`src/rtl/eight_bit_register.sv`:
```
// rtl/eight_bit_register.sv - parallel-load data register with asynchronous active-high reset
`timescale 1ns/1ps

module eight_bit_register #(
    parameter int               WIDTH       = 8,
    parameter logic [WIDTH-1:0] RESET_VALUE = '0
) (
    input  logic [WIDTH-1:0] d,
    input  logic             clk,
    input  logic             reset,
    output logic [WIDTH-1:0] q
);

    logic [WIDTH-1:0] q_d;
    logic [WIDTH-1:0] q_q;

    // No enable: every rising edge outside reset reloads from d.
    always_comb begin
        q_d = d;
    end

    always_ff @(posedge clk or posedge reset) begin
        if (reset) begin
            q_q <= RESET_VALUE;
        end else begin
            q_q <= q_d;
        end
    end

    assign q = q_q;

endmodule

```
`config.mk`:
```
export PLATFORM = sky130hd
export DESIGN_NAME = eight_bit_register
export DESIGN_NICKNAME = d
export VERILOG_FILES = /design/src/rtl/eight_bit_register.sv
export SDC_FILE = /design/constraint.sdc
export NUM_CORES = 1
export LEC_CHECK = 0
export BUFFER_PORTS_ARGS = -buffer_cell sky130_fd_sc_hd__buf_2
export CAP_MARGIN = 30
export CORE_AREA = 2 2 39 41
export CTS_CLUSTER_SIZE = 25
export DETAILED_ROUTE_END_ITERATION = 6
export DIE_AREA = 0 0 41 43
export PLACE_DENSITY = 0.46
export SLEW_MARGIN = 20
export SYNTH_ARGS = -nofsm -noshare
export SYNTH_HDL_FRONTEND = slang
export SYNTH_SLANG_ARGS = --single-unit
```
`constraint.sdc`:
```
create_clock -name clk -period 0.8 [get_ports clk]
set_clock_uncertainty 0.2 [all_clocks]
set_input_delay 0.12 -clock clk [delete_from_list [all_inputs] [get_ports clk]]
set_output_delay 0.12 -clock clk [all_outputs]
set_load 0.005 [all_outputs]
```
* Word-level counts from Yosys, hierarchy flattened *
Cells that the tools add are included.

storage, ports and cells
  register bits after elaboration = 8
  word-level logic and storage cells = 1

* Depth between registers and ports, before layout *
Gate-level depths: netlist of run 1.

  word-level depth = 0
  depth in mapped cells = 1

* Least setup slack after synthesis of run 1 *
Ideal clock, no wire load.

  path type = reg2out
  start = register q_q[0] (netlist: q[0])
  end = output port q[0]
  data arrival time = 349 ps
  data required time = 480 ps
  path slack = 131 ps
  cell stages (with the launch flop) = 1
  path buffers = 0
  path through = dfrtp_1

RTL lines
  what                      line  text
  start: declaration        15    logic [WIDTH-1:0] q_q;
  start signal: assignment  26    q_q <= q_d;
  end: declaration          11    output logic [WIDTH-1:0] q

No word-level cell between the ends.

* Worst setup path in the final report of run 1 *
  start = register q_q[5] (netlist: q[5])
  end = output port q[5]

No word-level cell between the ends.

==> results.md, run 1 <==
- Synthesis-stage register bit count: 8
- Most used DFF post-synth: dfrtp_1
- Final Hold Violating Endpoints: 16
- Compound-Gate Fraction of Synth Area: 0%
- Synth area leaders: dfrtp_1, inv_1
- Tcrit/Tclk final: 131%
- # diodes: 0
- Root Buffer: clkbuf_4
- Vias per cell: between 3 and 4
- 1st-pass router iterations: 1
- Failing checks: hold timing, setup timing
- Starting density of the core: between 10% and 20%
- Worst slew pin tran: 307 ps
- Critical path buffer and inverter count: 1
- Max frequency: ~950 MHz
- WL/cell: 8.58 um
- Critical path required time: around 480 ps
- Power Density: between 2000 and 2500 nW/um^2
- Most common cell in the netlist: dfrtp_1
- Synth area leader: dfrtp_1
- # clock sinks: 8
- Post-synth ARST share: 100%
- Crit path time final: ~1000 ps
- Synth top cells by count: dfrtp_1, inv_1
- Final WS setup: -249 ps
- Maximum VDD drop: 0.000543 V
- Number of global-route vias before repair: roughly 130
- Critical Path Max Stage Delay: between 300 and 400 ps
- Synth warn: 0
- Clock Tree Buf Depth: 2
- Number of synthesized flops with an enable pin: 0
- Crit. End Element: output pin
- Row Count: 14
- Htree depth: 1
- Top delay family on crit path: flip-flops
- First-pass GRT wire length: 538 um
- Crit-path cells: buf_2
- Vias: between 100 and 150
- Rel. slew slack: slightly below 80%
- CP max-delay cell: dfrtp_1
- IO Pins: 18
- Static Leakage: about 0.00018 uW
- DRC viols: 0
- Post-synthesis average cell area: around 23 sq um
- Post-DRT Antenna Nets: 0
- CP Depth: 1
- Top cell type's share of synthesized area: 98.2%
- Crit path DAT: 730 ps
- Grt total ovfl: 0
- Main combinational cell family by area after synthesis: buffers and inverters
- Die Y: around 43 um
- RD Place Congestion: between 0.5 and 0.6
- Total wire length: roughly 390 um
- Final net count: 41
- Worst-path clk slew: 50 ps
- # port buffers: 17
- Simple-gate share of the synthesized area: 0%
- Max-Cap Viols: 0
- Adder-cell share of the synthesized area: 0%
- DIE AREA: approximately 1800 sq um
- Worst Hold Class: input pin to asynchronous set/reset pin
- CP startpoint: q[5]$_DFF_PP0_
- Syn nets: 19
- Area of the multi-input gates: 0 sq um
- P&R area growth vs syn: 62.6%
- Max reg flops: 8
- Initial antenna violation count: 0
- Worst hold slack: -390 ps
- Critical path class: flip-flop to output pin
- CP Capture Point: q[5]
- Die W: 41 um
- Unrepaired setup endpoints after global routing: true
- Multi-Input Combinational: 0
- CP max FO: 1
- Status: complete, but fails checks
- Sequential element share of the synthesized area: a little over nine tenths
- Slew Limit Fails: 0
- CTS buffer count: 3
- Placeable core area: 1380 sq um
- Layout cell share with drive strength beyond 1: 69.0%
- Post-DP HPWL: approximately 310 um
- Syn Std Cell Area: slightly above 200 sq um
- Post-synthesis mux area share: 0%
- Xor/xnor share of the synthesized area: 0%
- # Post-CTS Setup Buffers: 0
- Setup-failing EPs final: 8
- Synth Instances: 9
- Count of non-filler cells in the finished layout: 45
- Startpoint types: flip-flop
- Initial DRC Count: 0
- Utilization after layout: about a quarter
- Total GRT Usage: between 5 and 6%
- Placed Cells incl. Taps: between 40 and 50
- Post-synthesis cell type count: 2
- CTS tree: yes
- Largest net degree at the start of global routing: 9
area by class of cell:
cell class,count,area [sq um]
fill,155,1050
sequential,8,200
timing repair buffer,17,85.1
clock buffer,3,22.5
tap,16,20.0
inverter,1,3.75
metrics by stage:
| stage | cell area (sq um) | setup WS [ps] | hold slack [ps] | power (uW) | setup TNS (ps) |
|---|---|---|---|---|---|
| final | 332 | -249 | -390 | 772 | -1870 |
| after global routing | 332 | -278 | -369 | 822 | -2140 |
| after CTS | 332 | -256 | -390 | 793 | -1970 |
| after detailed placement | 309 | 15.6 | -121 | 489 | 0 |
| after global placement | 309 | 22.0 | -125 | 488 | 0 |
| after floorplan | 204 | 131 | -264 | 447 | 0 |
report_power, final:
group	internal (uW)	switching, uW	total, uW
combinational	28.8	22.4	51.2
sequential	426	3.87	429
clock	171	121	292
total	625	147	772
worst min path at each step:
stage	to	cells after the start	from
after floorplan	q[0]$_DFF_PP0_	1	reset
final	q[7]$_DFF_PP0_	2	reset
after global placement	q[2]$_DFF_PP0_	2	reset
after CTS	q[2]$_DFF_PP0_	2	reset
after detailed placement	q[2]$_DFF_PP0_	2	reset
after global routing	q[2]$_DFF_PP0_	2	reset
cell usage in the layout, fill, tap and decap left out, drive strengths merged:
master	instances
buf	17
clkbuf	3
dfrtp	8
inv	1
layer usage:
| metal | global-route usage (%) | up-vias | part of all wire [%] |
|---|---|---|---|
| met5 | 0 | - | 0 |
| met4 | 10.0 | 0 | 4.9 |
| met3 | 4.71 | 2 | 16 |
| met2 | 5.31 | 11 | 42 |
| met1 | 4.67 | 60 | 36 |
| li1 | - | 68 | - |
logic make-up (layout without fill, tap and decap cells):
family                 after synthesis  after routing
DFF                                  8              8
buffers and inverters                1             21
what timing repair did:
action,4_1_cts,5_1_grt
endpoints found under the setup margin,8,8
resized for setup,0,0
endpoints found under the hold margin,16,16
Power figures use the tool's default switching activity.
==> inputs of run 2 (changes only) <==
--- a/config.mk
+++ b/config.mk
@@ -13,3 +13,3 @@
 export DIE_AREA = 0 0 41 43
-export PLACE_DENSITY = 0.46
+export PLACE_DENSITY_LB_ADDON = 0.1
 export SLEW_MARGIN = 20
==> constraint.sdc (replaced) <==
create_clock -name clk -period 0.8 [get_ports clk]
set_clock_uncertainty 0.2 [all_clocks]
set_input_delay 0.08 -clock clk [delete_from_list [all_inputs] [get_ports clk]]
set_output_delay 0.08 -clock clk [all_outputs]
set_load 0.005 [all_outputs]
==> results.md, run 2 (same netlist as run 1, synthesis figures left out) <==
- Initial antenna violation count: 0 (unchanged)
- Total wire length: 495 um (was 386 um)
- Crit-path cells: buf_2 (unchanged)
- Crit path DAT: 740 ps (was 730 ps)
- P&R area growth vs syn: 109% (was 62.6%)
- Worst hold slack: 93.2 ps (was -390 ps)
- DIE AREA: 1760 sq um (unchanged)
- Clock Tree Buf Depth: 2 (unchanged)
- Max frequency: 984 MHz (was 954 MHz)
- Worst Hold Class: input pin to asynchronous set/reset pin (unchanged)
- Worst slew pin tran: 164 ps (was 307 ps)
- Power Density: 1910 nW/um^2 (was 2330 nW/um^2)
- Area of the multi-input gates: 0 sq um (unchanged)
- DRC viols: 0 (unchanged)
- First-pass GRT wire length: 765 um (was 538 um)
- Startpoint types: flip-flop (unchanged)
- Max-Cap Viols: 0 (unchanged)
- Worst-path clk slew: 50 ps (about the same)
- Placed Cells incl. Taps: 42 (unchanged)
- Rel. slew slack: 89.1% (was 79.5%)
- Critical Path Max Stage Delay: 370 ps (was 360 ps)
- Pre-CTS setup slack: 44.3 ps (was 15.6 ps)
- RD Place Congestion: 0.571 (was 0.525)
- Most common cell after layout, fill and taps aside: buf_2 (unchanged)
- Slew Limit Fails: 0 (unchanged)
- 1st-pass router iterations: 2 (was 1)
- Most frequent cells in the layout: buf_2, dlygate4sd3_1, dfrtp_1 (was buf_2, dfrtp_1, clkbuf_4)
- Row Count: 14 (unchanged)
- Status: complete, but fails checks (unchanged)
- Placeable core area: 1380 sq um (unchanged)
- Layout cell share with drive strength beyond 1: 55.3% (was 69.0%)
- Htree depth: 1 (unchanged)
- Critical path required time: 520 ps (was 480 ps)
- Total GRT Usage: 7.63% (was 5.58%)
- # diodes: 0 (unchanged)
- Grt total ovfl: 0 (unchanged)
- Number of global-route vias before repair: 188 (was 125)
- Tcrit/Tclk final: 127% (was 131%)
- Final Hold Violating Endpoints: 0 (was 16)
- Crit path time final: 1020 ps (was 1050 ps)
- Die W: 41 um (unchanged)
- Root Buffer: clkbuf_4 (unchanged)
- # port buffers: 17 (unchanged)
- Max reg flops: 8 (unchanged)
- IO Pins: 18 (unchanged)
- Final net count: 50 (was 41)
- Top delay family on crit path: flip-flops (unchanged)
- Critical path class: flip-flop to output pin (unchanged)
- Tot Pwr: 811 uW (was 772 uW)
- Failing checks: setup timing (was hold timing, setup timing)
- Starting density of the core: 14.7% (unchanged)
- # clock sinks: 8 (unchanged)
- Initial DRC Count: 2 (was 0)
- Final TNS setup: -1600 ps (was -1870 ps)
- Post-DRT Antenna Nets: 0 (unchanged)
- Maximum VDD drop: 0.000549 V (was 0.000543 V)
- WL/cell: 9.17 um (was 8.58 um)
- Vias: 171 (was 141)
- Multi-Input Combinational: 0 (unchanged)
- Die Y: 43 um (unchanged)
- CTS buffer count: 3 (unchanged)
- Largest net degree at the start of global routing: 9 (unchanged)
- Count of non-filler cells in the finished layout: 54 (was 45)
- Static Leakage: 0.000212 uW (was 0.000179 uW)
- CP max FO: 1 (unchanged)
- Vias per cell: 3.17 (was 3.13)
- Setup-failing EPs final: 8 (unchanged)
- CP max-delay cell: dfrtp_1 (unchanged)
- Unrepaired setup endpoints after global routing: true (unchanged)
- Crit. End Element: output pin (unchanged)
- # Post-CTS Setup Buffers: 0 (unchanged)
- Critical path buffer and inverter count: 1 (unchanged)
- CTS tree: yes (unchanged)
- Final WS setup: -216 ps (was -249 ps)
[run 2: per-stage QoR]
step | area [sq um] | utilization (%)
final | 425 | 30.7
after global routing | 425 | 30.7
after CTS | 422 | 30.5
after detailed placement | 309 | 22.3
after global placement | 309 | 22.3
after floorplan | 204 | -
[run 2: power by group]
| part | leakage [uW] | switching, uW | internal [uW] |
|---|---|---|---|
| Clock | 0.0000138 | 121 | 171 |
| Sequential | 0.0000932 | 4.89 | 426 |
| Combinational | 0.000105 | 30.0 | 58.2 |
| Total | 0.000212 | 156 | 655 |
[run 2: worst paths after layout]
kind / startpoint / to / slack, ps / cells past startpoint
min in group clk: d[5] / q[5]$_DFF_PP0_ / 270 / 2
worst min-delay path: reset / q[1]$_DFF_PP0_ / 90 / 3
worst max-delay path: q[0]$_DFF_PP0_ / q[0] / -220 / 1
max in group asynchronous: reset / q[4]$_DFF_PP0_ / 160 / 3
[run 2: final cells by class]
type | instances | area [sq um]
fill | 142 | 958
inverter | 1 | 7.51
tap | 16 | 20.0
clock buffer | 3 | 22.5
sequential | 8 | 200
timing repair buffer | 26 | 175
[run 2: layer usage]
metal	up-vias	routed length, um	global-route usage [%]
met1	69	242	9.06
met4	0	0	10.0
li1	84	-	-
met5	-	0	0
met2	18	160	7.19
met3	0	92	5.24
[run 2: what timing repair did]
item,CTS,global route
hold endpoints to repair,16,0
resized for setup,0,1
setup endpoints to repair,8,12
hold buffers,9,0
